**src/rtl/stopwatch_pkg.sv**
```systemverilog
// Shared state encoding, cascade moduli and field widths for the stopwatch time base.
package stopwatch_pkg;

  typedef enum logic [1:0] {
    ST_IDLE = 2'd0,
    ST_RUN  = 2'd1,
    ST_STOP = 2'd2
  } sw_state_t;

  localparam int CSEC_MOD = 100;
  localparam int SEC_MOD  = 60;
  localparam int MIN_MOD  = 60;

  localparam int CSEC_W = 7;
  localparam int SEC_W  = 6;
  localparam int MIN_W  = 6;
  localparam int HOUR_W = 5;

  // A modulus of 1 still needs a one-bit register.
  function automatic int cnt_width(input int m);
    return (m > 1) ? $clog2(m) : 1;
  endfunction

endpackage

```
**src/rtl/stopwatch_mod_counter.sv**
```systemverilog
// Modulo-MOD counter stage; carry fires when enabled at the terminal value.
module mod_counter
  import stopwatch_pkg::*;
#(
  parameter int MOD = 10,
  parameter int W   = 4
) (
  input  logic         clk,
  input  logic         reset,
  input  logic         i_clr,
  input  logic         i_en,
  output logic [W-1:0] o_value,
  output logic [W-1:0] o_next,
  output logic         o_carry
);

  localparam logic [W-1:0] LAST = W'(MOD - 1);

  logic [W-1:0] r_value;

  // o_next exposes the post-edge value so a snapshot can include this cycle's increment.
  always_comb begin
    o_next = r_value;
    if (i_clr)
      o_next = '0;
    else if (i_en)
      o_next = (r_value == LAST) ? '0 : r_value + W'(1);
  end

  assign o_carry = i_en & (r_value == LAST);
  assign o_value = r_value;

  always_ff @(posedge clk or posedge reset) begin
    if (reset)
      r_value <= '0;
    else if (i_clr | i_en)
      r_value <= o_next;
  end

endmodule

```
**src/rtl/stopwatch_core.sv**
```systemverilog
// Stopwatch time base: tick prescaler, hh:mm:ss.cc cascade, run/stop/clear FSM and lap freeze.
module stopwatch_core
  import stopwatch_pkg::*;
#(
  parameter int TICKS_PER_CSEC = 10,
  parameter int HOUR_MOD       = 24
) (
  input  logic              clk,
  input  logic              reset,
  input  logic              i_tick,
  input  logic              i_run_stop,
  input  logic              i_clear,
  input  logic              i_lap,
  output logic [CSEC_W-1:0] o_csec,
  output logic [SEC_W-1:0]  o_sec,
  output logic [MIN_W-1:0]  o_min,
  output logic [HOUR_W-1:0] o_hour,
  output logic              o_running,
  output logic              o_lap_active,
  output logic              o_wrap
);

  localparam int PRE_W = cnt_width(TICKS_PER_CSEC);

  sw_state_t         r_state;
  logic              r_running;
  logic              r_lap_active;
  logic              r_wrap;
  logic [CSEC_W-1:0] r_snap_csec;
  logic [SEC_W-1:0]  r_snap_sec;
  logic [MIN_W-1:0]  r_snap_min;
  logic [HOUR_W-1:0] r_snap_hour;

  logic              w_cnt_en;
  logic              w_clr;
  logic              w_pre_carry, w_csec_carry, w_sec_carry, w_min_carry, w_hour_carry;
  logic [PRE_W-1:0]  w_pre_val, w_pre_next;
  logic [CSEC_W-1:0] w_csec_val, w_csec_next;
  logic [SEC_W-1:0]  w_sec_val, w_sec_next;
  logic [MIN_W-1:0]  w_min_val, w_min_next;
  logic [HOUR_W-1:0] w_hour_val, w_hour_next;
  logic              w_unused;

  // Counting follows the current state, so a tick on the edge leaving RUN still counts.
  assign w_cnt_en = (r_state == ST_RUN) & i_tick;
  assign w_clr    = i_clear & (r_state != ST_RUN);
  assign w_unused = ^{w_pre_val, w_pre_next};

  mod_counter #(.MOD(TICKS_PER_CSEC), .W(PRE_W)) u_pre (
    .clk(clk), .reset(reset), .i_clr(w_clr), .i_en(w_cnt_en),
    .o_value(w_pre_val), .o_next(w_pre_next), .o_carry(w_pre_carry));

  mod_counter #(.MOD(CSEC_MOD), .W(CSEC_W)) u_csec (
    .clk(clk), .reset(reset), .i_clr(w_clr), .i_en(w_pre_carry),
    .o_value(w_csec_val), .o_next(w_csec_next), .o_carry(w_csec_carry));

  mod_counter #(.MOD(SEC_MOD), .W(SEC_W)) u_sec (
    .clk(clk), .reset(reset), .i_clr(w_clr), .i_en(w_csec_carry),
    .o_value(w_sec_val), .o_next(w_sec_next), .o_carry(w_sec_carry));

  mod_counter #(.MOD(MIN_MOD), .W(MIN_W)) u_min (
    .clk(clk), .reset(reset), .i_clr(w_clr), .i_en(w_sec_carry),
    .o_value(w_min_val), .o_next(w_min_next), .o_carry(w_min_carry));

  mod_counter #(.MOD(HOUR_MOD), .W(HOUR_W)) u_hour (
    .clk(clk), .reset(reset), .i_clr(w_clr), .i_en(w_min_carry),
    .o_value(w_hour_val), .o_next(w_hour_next), .o_carry(w_hour_carry));

  // Priority within a cycle: clear, then run_stop, then lap.
  always_ff @(posedge clk or posedge reset) begin
    if (reset) begin
      r_state      <= ST_IDLE;
      r_running    <= 1'b0;
      r_lap_active <= 1'b0;
      r_wrap       <= 1'b0;
      r_snap_csec  <= '0;
      r_snap_sec   <= '0;
      r_snap_min   <= '0;
      r_snap_hour  <= '0;
    end else begin
      r_wrap <= w_hour_carry;
      case (r_state)
        ST_IDLE: begin
          if (i_clear) begin
            r_lap_active <= 1'b0;
          end else if (i_run_stop) begin
            r_state   <= ST_RUN;
            r_running <= 1'b1;
          end else if (i_lap) begin
            r_lap_active <= 1'b0;
          end
        end
        ST_RUN: begin
          if (i_run_stop) begin
            r_state   <= ST_STOP;
            r_running <= 1'b0;
          end else if (i_lap) begin
            if (!r_lap_active) begin
              r_snap_csec  <= w_csec_next;
              r_snap_sec   <= w_sec_next;
              r_snap_min   <= w_min_next;
              r_snap_hour  <= w_hour_next;
              r_lap_active <= 1'b1;
            end else begin
              r_lap_active <= 1'b0;
            end
          end
        end
        ST_STOP: begin
          if (i_clear) begin
            r_state      <= ST_IDLE;
            r_lap_active <= 1'b0;
          end else if (i_run_stop) begin
            r_state   <= ST_RUN;
            r_running <= 1'b1;
          end else if (i_lap) begin
            r_lap_active <= 1'b0;
          end
        end
        default: begin
          r_state   <= ST_IDLE;
          r_running <= 1'b0;
        end
      endcase
    end
  end

  assign o_csec       = r_lap_active ? r_snap_csec : w_csec_val;
  assign o_sec        = r_lap_active ? r_snap_sec  : w_sec_val;
  assign o_min        = r_lap_active ? r_snap_min  : w_min_val;
  assign o_hour       = r_lap_active ? r_snap_hour : w_hour_val;
  assign o_running    = r_running;
  assign o_lap_active = r_lap_active;
  assign o_wrap       = r_wrap;

endmodule

```
**config.mk**
```make
export PLATFORM = sky130hd
export DESIGN_NAME = stopwatch_core
export DESIGN_NICKNAME = d
export VERILOG_FILES = /design/src/rtl/stopwatch_pkg.sv /design/src/rtl/stopwatch_mod_counter.sv /design/src/rtl/stopwatch_core.sv
export SDC_FILE = /design/constraint.sdc
export NUM_CORES = 1
export LEC_CHECK = 0
export ABC_AREA = 0
export BUFFER_PORTS_ARGS = -buffer_cell sky130_fd_sc_hd__clkbuf_2
export CORE_AREA = 5 5 106 108
export CTS_CLUSTER_DIAMETER = 150
export CTS_CLUSTER_SIZE = 8
export DETAILED_ROUTE_END_ITERATION = 10
export DIE_AREA = 0 0 111 113
export MAX_ROUTING_LAYER = met4
export PLACE_DENSITY = 0.54
export SLEW_MARGIN = 20
export SYNTH_ARGS = -nofsm -noshare
export SYNTH_HDL_FRONTEND = slang
export SYNTH_SLANG_ARGS = --single-unit
```
**constraint.sdc**
```tcl
create_clock -name clk -period 2.9 [get_ports clk]
set_input_delay 0.87 -clock clk [delete_from_list [all_inputs] [get_ports clk]]
set_output_delay 0.87 -clock clk [all_outputs]
set_load 0.03 [all_outputs]
```
After elaboration in Yosys (flattened, before gate mapping)
Cells that the tools add are included.
Widths: inputs -> output; s select.

word-level totals
  output and inout port bits = 27
  bits of input ports = 6
  latch bits = 0
  RAM bits = 0
  word-level logic and storage cells = 92
  register bits after elaboration = 57
  memories kept = 0
  memory bits (read-only) = 0

operators by class
  eq/ne operators = 16
  add/subtract/negate cells = 5
  shift operators = 0
  reduce and logical (&&, ||, !) cells = 9
  bitwise gates (word level) = 14
  mux-type cells = 35
  divide/modulo/power cells = 0
  multiply operators = 0
  order comparisons = 0

operator list
  operator             count
  $mux 6               8
  $mux 7               4
  $mux 5               4
  $add 6x1->6 const B  2
  $eq 6x6->1 const B   2
  $mux 4               3
  $ne 2x2->1 const B   5
  $mux 1               9
  $mux 2               4
  $add 7x1->7 const B  1
  $and 1x1->1          7
  $eq 7x7->1 const B   1
  $pmux 2 s3           1
  $add 5x1->5 const B  1
  $eq 5x5->1 const B   1
  $or 1x1->1           5
  $reduce_and 5->1     1
  $add 4x1->4 const B  1
  $eq 4x4->1 const B   1
  $ne 2x1->1 const B   2
  $pmux 1 s2           2
  $reduce_and 2->1     2
  $reduce_and 4->1     1
  $reduce_bool 2->1    2
  other kinds (8)      9

Logic depth before layout (Yosys ltp)
Gate-level depths: netlist of the first run.

  depth after elaboration = 8
  gate-level depth with buffers = 8
  gate-level depth less buffers = 7

Hierarchy
From an unflattened synthesis of the first run, not the netlist that was laid out.

second synthesis, totals
  cells, all modules = 295
  area, all modules = 3155.5 µm²

by module, submodules not included
  module                   instances  cells an instance  seq. area each (µm²)  area each (µm²)
  stopwatch_core           1          103                725.7                 1430.1
  mod_counter (u_min ...)  2          43                 150.1                 370.4
  mod_counter (u_csec)     1          48                 175.2                 430.4
  mod_counter (u_hour)     1          32                 125.1                 331.6
  mod_counter (u_pre)      1          26                 100.1                 222.7

Least setup slack after synthesis of the first run
No wires, ideal clock.

  kind = register to output
  start = reg r_lap_active, in the netlist o_lap_active
  end = out o_min[5]
  cell stages (with the launch flop) = 4
  arrival = 1694 ps
  path buffers = 2
  data required time = 2030 ps
  path slack = 336 ps
  cell sequence = dfrtp_1 -> clkbuf_1 -> buf_1 -> o21ai_0

between the ends
  word-level cells in the longest chain between the ends = 1

RTL lines
  item                    RTL line               source
  from (decl)             stopwatch_core.sv:27   logic r_lap_active;
  from (signal assigned)  stopwatch_core.sv:74   r_lap_active <= 1'b0;
  from (signal assigned)  stopwatch_core.sv:85   r_lap_active <= 1'b0;
  from (signal assigned)  stopwatch_core.sv:90   r_lap_active <= 1'b0;
  $mux 6                  stopwatch_core.sv:130  assign o_min = r_lap_active ? r_snap_min : w_min_val;
  to (decl)               stopwatch_core.sv:16   output logic [MIN_W-1:0] o_min,

No other way between the ends.

Final worst setup path of the first run
  start = reg r_lap_active, in the netlist o_lap_active
  end = out o_sec[4]

between the ends
  word-level cells in the longest chain between the ends = 1

RTL lines
  item       RTL line               source
  $mux 6     stopwatch_core.sv:129  assign o_sec = r_lap_active ? r_snap_sec : w_sec_val;
  to (decl)  stopwatch_core.sv:15   output logic [SEC_W-1:0] o_sec,

No other way between the ends.

==> out/results.txt, run 1 <==
Post-synth top cells = dfrtp_1, mux2_2, nand2_1, nor2_1, o21ai_0
post-layout util = 0.346
hold buffers post-CTS = 0
post-synthesis register bit count = 57
dpl hpwl = 4.74 mm
DR vias/cell = 4.79
DP Area = 3280 um^2
vias in the first global route = 2,221
worst IR drop on VDD = 0.204 mV
Tcrit/Tclk final = 0.923
CTS root buffer = clkbuf_8
# resized after CTS = 0
Pleak = 1.68 nW
TritonCTS clock tree = done
post-synth cell types = 48
Final Wtd Congestion = 0.748
minimum clock period = 2.68 ns
Least-Margin Pin Slew = 0.733 ns
CTS Buf Count = 9
global-route wire length before repair = 11.4 mm
HP Class = reg -> reg
Yosys warnings = 0
ys async rst share = 1.00
Final Cell Area = 3510 um^2
R2R depth = 7
CP endpoint kind = primary output
Pre-antenna DRT Iters = 4
# setup viols final = 0
GR Overflow Total = 0
Avg Synthesized Cell Area = 10.6 um^2
num rows = 37
Syn Nets = 291
Mapped Area = 2970 um^2
DRT antenna net count = 0
dominant cell type by area after synthesis = dfrtp_1
Synth area leaders = dfrtp_1, mux2_2, nand2_1, o21ai_0, nor2_1
share of cells above drive strength 1 = 0.323
Worst Hold Depth = 2
Die Wd = 111 um
Final Net Count = 329
crit-path cells = buf_4 > mux2_2 > clkbuf_2
die area = 12,500 um^2
Post-synth EDFFs = 0
Reg2Reg Setup Slack = 0.84 ns
number of port buffers = 32
P&R area growth vs syn = 18.4%
Initial Util = 0.292
drt wl/cell = 14.5 um
Data arrival, critical path = 1.81 ns
Top Family by Delay on Critical Path = flip-flops
total track usage = 0.115
Reg area = 1430 um^2
Multi-input gate area = 1460 um^2
Critical Path RT = 2.03 ns
area share of the largest cell type after synthesis = 0.481
initial antenna violation count = 0
Die Span Y = 113 um
unrepaired setup endpoints after global routing = false
PD cells = 524 nW/um^2
Worst Path Buf+Inv = 2
Core Area = 10,100 um^2
DR vias = 2,193
# fillers = 1,055
stages on the worst setup path = 3
Antenna diodes = 0
status = finished clean
dominant synthesized flop cell = dfrtp_1
CP Max Fanout = 13
Slew HR = 0.511
fmax = 0.374 GHz
Reg clk slew, reported paths = 0.06 ns
H-tree depth = 3
largest net degree at the start of global routing = 58
Post-Route WL = 6.65 mm
Remaining DRCs = 0
Setup Skew = 0.0124 ns
Worst-Skew Late Latency = 0.34 ns
maximum buffer depth of the clock tree = 2
number of placed I/O pins = 33
CP Launch Type = flip-flop
setup TNS = 0 ns
Post-CTS Setup Repair Bufs = 0
TritonCTS Sinks = 57
worst setup path class = reg -> out
synthesized instance count = 279
count of pins over their slew limit = 0
most numerous cell in the Yosys netlist = dfrtp_1
Critical Path Max Stage Delay = 0.60 ns
Worst path slowest cell = dfrtp_1
DRT iter0 DRCs = 86
Max-Cap Viols = 0
register area share after synthesis = 0.481
Hold Fails Final Rpt = 0
kinds of logic (layout without fill, tap and decap cells):
group                    Yosys count  after routing  share of synthesized area
buffers and inverters             17             60                     0.0270
XOR/XNOR                          12             12                     0.0354
flip-flops                        57             57                      0.481
AO/OA/AOI/OAI                     45             45                      0.100
adder cells (fa/ha/maj)            6              6                     0.0253
multiplexers                      39             39                      0.150
AND/OR/NAND/NOR                  103            103                      0.181
routing by layer:
metal / vias to the layer above / GRT usage / share of wire
li1: 1070 / - / -
met1: 1064 / 0.155 / 0.49
met2: 50 / 0.168 / 0.45
met3: 9 / 0.0283 / 0.039
met4: 0 / 0.0386 / 0.015
met5: - / - / 0
layout make-up:
cell class                 count  area share
inverter                       6     0.00641
clock inverter                 5      0.0221
clock buffer                  11      0.0431
timing repair buffer          38      0.0584
multi-input combinational    205       0.415
tap                          136      0.0485
sequential                    57       0.406
worst min-delay path, delay by kind of cell, from the launching register on:
family	cells	cell delay, ns
DFF	1	0.34
and+or+nand+nor	1	0.05
AOI/OAI and AO/OA	1	0.05
worst paths after layout:
check | start | endpoint
min in group asynchronous | reset | o_running
setup reg to reg | u_pre.o_value[1] | r_snap_min[5]
hold / removal | r_snap_sec[4] | r_snap_sec[4]
max in group asynchronous | reset | r_snap_sec[2]
setup / recovery | o_lap_active | o_sec[4]
hold reg to reg | r_snap_sec[4] | r_snap_sec[4]
flip-flops by register name (all words and copies together), names as in the netlist:
signal          flops
r_snap_sec          6
o_running           1
o_wrap              1
r_snap_min          6
u_hour.o_value      5
u_csec.o_value      7
u_sec.o_value       6
u_pre.o_value       4
r_snap_csec         7
r_state             2
r_snap_hour         5
u_min.o_value       6
o_lap_active        1
per-stage QoR:
step | setup WS (ns) | hold WS (ns) | cells | total power, mW
after floorplan | 0.336 | 0.443 | 279 | 0.965
after global placement | 0.441 | 0.458 | 442 | 1.01
after detailed placement | 0.370 | 0.464 | 442 | 1.01
after CTS | 0.177 | 0.478 | 458 | 1.87
final | 0.223 | 0.474 | 458 | 1.84
after global routing | 0.117 | 0.495 | 458 | 1.92
report_power, final:
part / internal, mW / total, mW / leakage [nW] / switching, mW
registers: 0.820 / 0.844 / 0.786 / 0.0239
logic: 0.0536 / 0.152 / 0.781 / 0.0988
clock network: 0.527 / 0.844 / 0.115 / 0.317
placed cells by master (no fill, tap or decap), types with 2 or more instances in the layout:
cell type / netlist / layout
a31o_2: 2 / 2
and3_2: 2 / 2
xor2_1: 9 / 9
dfrtp_1: 57 / 57
o21ai_0: 20 / 20
or3_1: 2 / 2
and2_1: 4 / 4
and3_1: 4 / 4
a22o_2: 2 / 2
nand4_1: 5 / 5
nand3_1: 12 / 12
mux2_4: 2 / 2
o21ai_1: 2 / 2
nand2_1: 32 / 32
xnor2_1: 3 / 3
clkbuf_8: 0 / 11
ha_1: 6 / 6
mux2_2: 35 / 35
nor3_1: 2 / 2
bufinv_16: 0 / 2
o211ai_1: 2 / 2
nor2_1: 22 / 22
clkinv_2: 0 / 2
a21o_1: 2 / 2
nor3b_1: 4 / 4
and3b_1: 2 / 2
o31ai_1: 3 / 3
a21oi_1: 5 / 5
a31oi_1: 2 / 2
buf_4: 1 / 6
clkbuf_2: 0 / 32
nand2b_1: 3 / 3
mux2i_1: 2 / 2
inv_1: 6 / 5
Note: power is estimated with default switching activity, not from simulation.
==> run 2: changes to the inputs <==
--- a/config.mk
+++ b/config.mk
@@ -7,11 +7,11 @@
 export LEC_CHECK = 0
 export ABC_AREA = 0
 export BUFFER_PORTS_ARGS = -buffer_cell sky130_fd_sc_hd__clkbuf_2
-export CORE_AREA = 5 5 106 108
+export CORE_AREA = 5 5 91 126
 export CTS_CLUSTER_DIAMETER = 150
 export CTS_CLUSTER_SIZE = 8
 export DETAILED_ROUTE_END_ITERATION = 10
-export DIE_AREA = 0 0 111 113
+export DIE_AREA = 0 0 96 131
 export MAX_ROUTING_LAYER = met4
 export PLACE_DENSITY = 0.54
 export SLEW_MARGIN = 20
==> constraint.sdc (replaced) <==
create_clock -name clk -period 2.9 [get_ports clk]
set_input_delay 0.145 -clock clk [delete_from_list [all_inputs] [get_ports clk]]
set_output_delay 0.145 -clock clk [all_outputs]
set_load 0.03 [all_outputs]
==> run 2 against run 1 <==
  * Sequential share of layout area fell by 1.3 points
  * First-iteration DRC count rose by 12%
  * Utilization rose by 0.77 points
  * Flip-flop and latch count stayed put
  * Non-clock buffer count is 1 lower
  * Global-route usage rose by 0.36 points
  * Final cell count grew 0.22%
  * Combinational power barely moved
  * Die area increased by 0.26%
  * Register-to-register slack hardly changed
  * Critical path type is now reg -> reg
  * Critical endpoint is now r_snap_sec[0]
==> out/results.txt, run 2 (synthesis gave the netlist of run 1 again) <==
Final Wtd Congestion = 0.820 (was 0.748)
P&R area growth vs syn = 22.3% (was 18.4%)
H-tree depth = 3 (unchanged)
GR Overflow Total = 0 (unchanged)
Die Wd = 96 um (was 111 um)
Reg clk slew, reported paths = 0.05 ns (was 0.06 ns)
CTS Buf Count = 9 (unchanged)
Remaining DRCs = 0 (unchanged)
fin worst setup slack = 0.848 ns (was 0.223 ns)
# resized after CTS = 0 (unchanged)
CTS root buffer = clkbuf_16 (was clkbuf_8)
worst IR drop on VDD = 0.257 mV (was 0.204 mV)
Setup WS pre-CTS = 0.849 ns (was 0.370 ns)
num rows = 44 (was 37)
Initial Util = 0.290 (was 0.292)
minimum clock period = 2.05 ns (was 2.68 ns)
Least-Margin Pin Slew = 0.667 ns (was 0.733 ns)
CP Launch Type = flip-flop (unchanged)
PD cells = 610 nW/um^2 (was 524 nW/um^2)
Die Span Y = 131 um (was 113 um)
status = finished clean (unchanged)
Core Area = 10,200 um^2 (was 10,100 um^2)
Pleak = 1.73 nW (was 1.68 nW)
Antenna diodes = 0 (unchanged)
TritonCTS Sinks = 57 (unchanged)
worst setup path class = reg -> reg (was reg -> out)
Worst-Skew Late Latency = 0.33 ns (was 0.34 ns)
number of port buffers = 32 (unchanged)
total track usage = 0.118 (was 0.115)
# setup viols final = 0 (unchanged)
drt wl/cell = 14.5 um (about the same)
dpl hpwl = 4.92 mm (was 4.74 mm)
Max-Cap Viols = 0 (unchanged)
Pre-antenna DRT Iters = 4 (unchanged)
share of cells above drive strength 1 = 0.315 (was 0.323)
Hold Fails Final Rpt = 0 (unchanged)
most common cell after layout, fill and taps aside = dfrtp_1 (unchanged)
setup TNS = 0 ns (unchanged)
Post-Route WL = 6.68 mm (was 6.65 mm)
DRT iter0 DRCs = 96 (was 86)
Slew HR = 0.555 (was 0.511)
Tcrit/Tclk final = 0.708 (was 0.923)
CP endpoint kind = flip-flop (was primary output)
DR vias/cell = 4.79 (about the same)
number of placed I/O pins = 33 (unchanged)
global-route wire length before repair = 10.8 mm (was 11.4 mm)
largest net degree at the start of global routing = 30 (was 58)
maximum buffer depth of the clock tree = 2 (unchanged)
unrepaired setup endpoints after global routing = false (unchanged)
die area = 12,600 um^2 (was 12,500 um^2)
Final Net Count = 328 (was 329)
initial antenna violation count = 0 (unchanged)
Critical Path RT = 3.11 ns (was 2.03 ns)
HP Class = in -> reg (was reg -> reg)
Data arrival, critical path = 2.26 ns (was 1.81 ns)
Setup Skew = 0.00721 ns (was 0.0124 ns)
TritonCTS clock tree = done (unchanged)
fmax = 0.487 GHz (was 0.374 GHz)
vias in the first global route = 2,208 (was 2,221)
count of pins over their slew limit = 0 (unchanged)
CP Max Fanout = 9 (was 13)
most frequent cells in the layout = dfrtp_1, mux2_2, nand2_1, clkbuf_2, nor2_1 (unchanged)
DR vias = 2,200 (was 2,193)
DRT antenna net count = 0 (unchanged)
-- run 2: changes by cell type in the layout (fill, tap and decap cells not counted), sizes merged --
cell         before  now
buf               6    4
bufinv            2    3
clkinv            2    1
dlygate4sd3       0    1
-- run 2: area by class of cell --
type | count | area (um^2)
clock buffer | 11 | 243
tap | 138 | 173
sequential | 57 | 1430
multi-input combinational | 205 | 1460
inverter | 6 | 22.5
clock inverter | 5 | 103
fill | 1071 | 6610
timing repair buffer | 37 | 200
-- run 2: critical path, cell delays in order, from the launching register on --
cell	delay, ns
dfrtp_1	0.40
inv_1	0.07
ha_1	0.12
and3b_1	0.25
nand4_1	0.31
o21ai_1	0.39
nor2_1	0.11
mux2_2	0.27
-- run 2: metrics by stage --
stage / cells / utilization / hold slack (ns) / cell area (um^2) / power, mW
2_1_floorplan: 279 / - / 0.317 / 2970 / 0.965
3_3_place_gp: 442 / 0.319 / 0.259 / 3270 / 1.01
3_5_place_dp: 442 / 0.319 / 0.268 / 3270 / 1.01
4_1_cts: 459 / 0.354 / 0.124 / 3630 / 2.24
5_1_grt: 459 / 0.354 / 0.157 / 3630 / 2.29
6_report: 459 / 0.354 / 0.135 / 3630 / 2.21
-- run 2: final timing paths --
check	start	end	slack, ns	depth (start not counted)
max reg2reg	u_pre.o_value[1]	r_snap_sec[0]	0.85	7
min in group asynchronous	reset	r_snap_csec[4]	0.45	3
max in group asynchronous	reset	r_snap_sec[0]	1.63	4
min	i_run_stop	r_state[0]	0.13	3
min reg2reg	r_snap_sec[4]	r_snap_sec[4]	0.47	2
max	u_pre.o_value[1]	r_snap_sec[0]	0.85	7
-- run 2: routing by layer --
metal	track usage	wire (um)	vias to the layer above	share of wire
met5	-	0	-	0
met4	0.0553	123	0	0.018
met3	0.0384	269	9	0.040
met2	0.196	3510	30	0.53
met1	0.127	2770	1090	0.41
li1	-	-	1071	-
-- run 2: repair_timing --
action	4_1_cts	5_1_grt
endpoints found under the setup margin	0	0
hold buffers	1	0
hold endpoints to repair	28	0
setup buffers	0	0
-- run 2: where the power goes --
group / switching, mW / leakage (nW) / internal [mW] / total, mW
Sequential: 0.0219 / 0.786 / 0.822 / 0.844
Clock: 0.356 / 0.166 / 0.860 / 1.22
Combinational: 0.100 / 0.775 / 0.0507 / 0.151
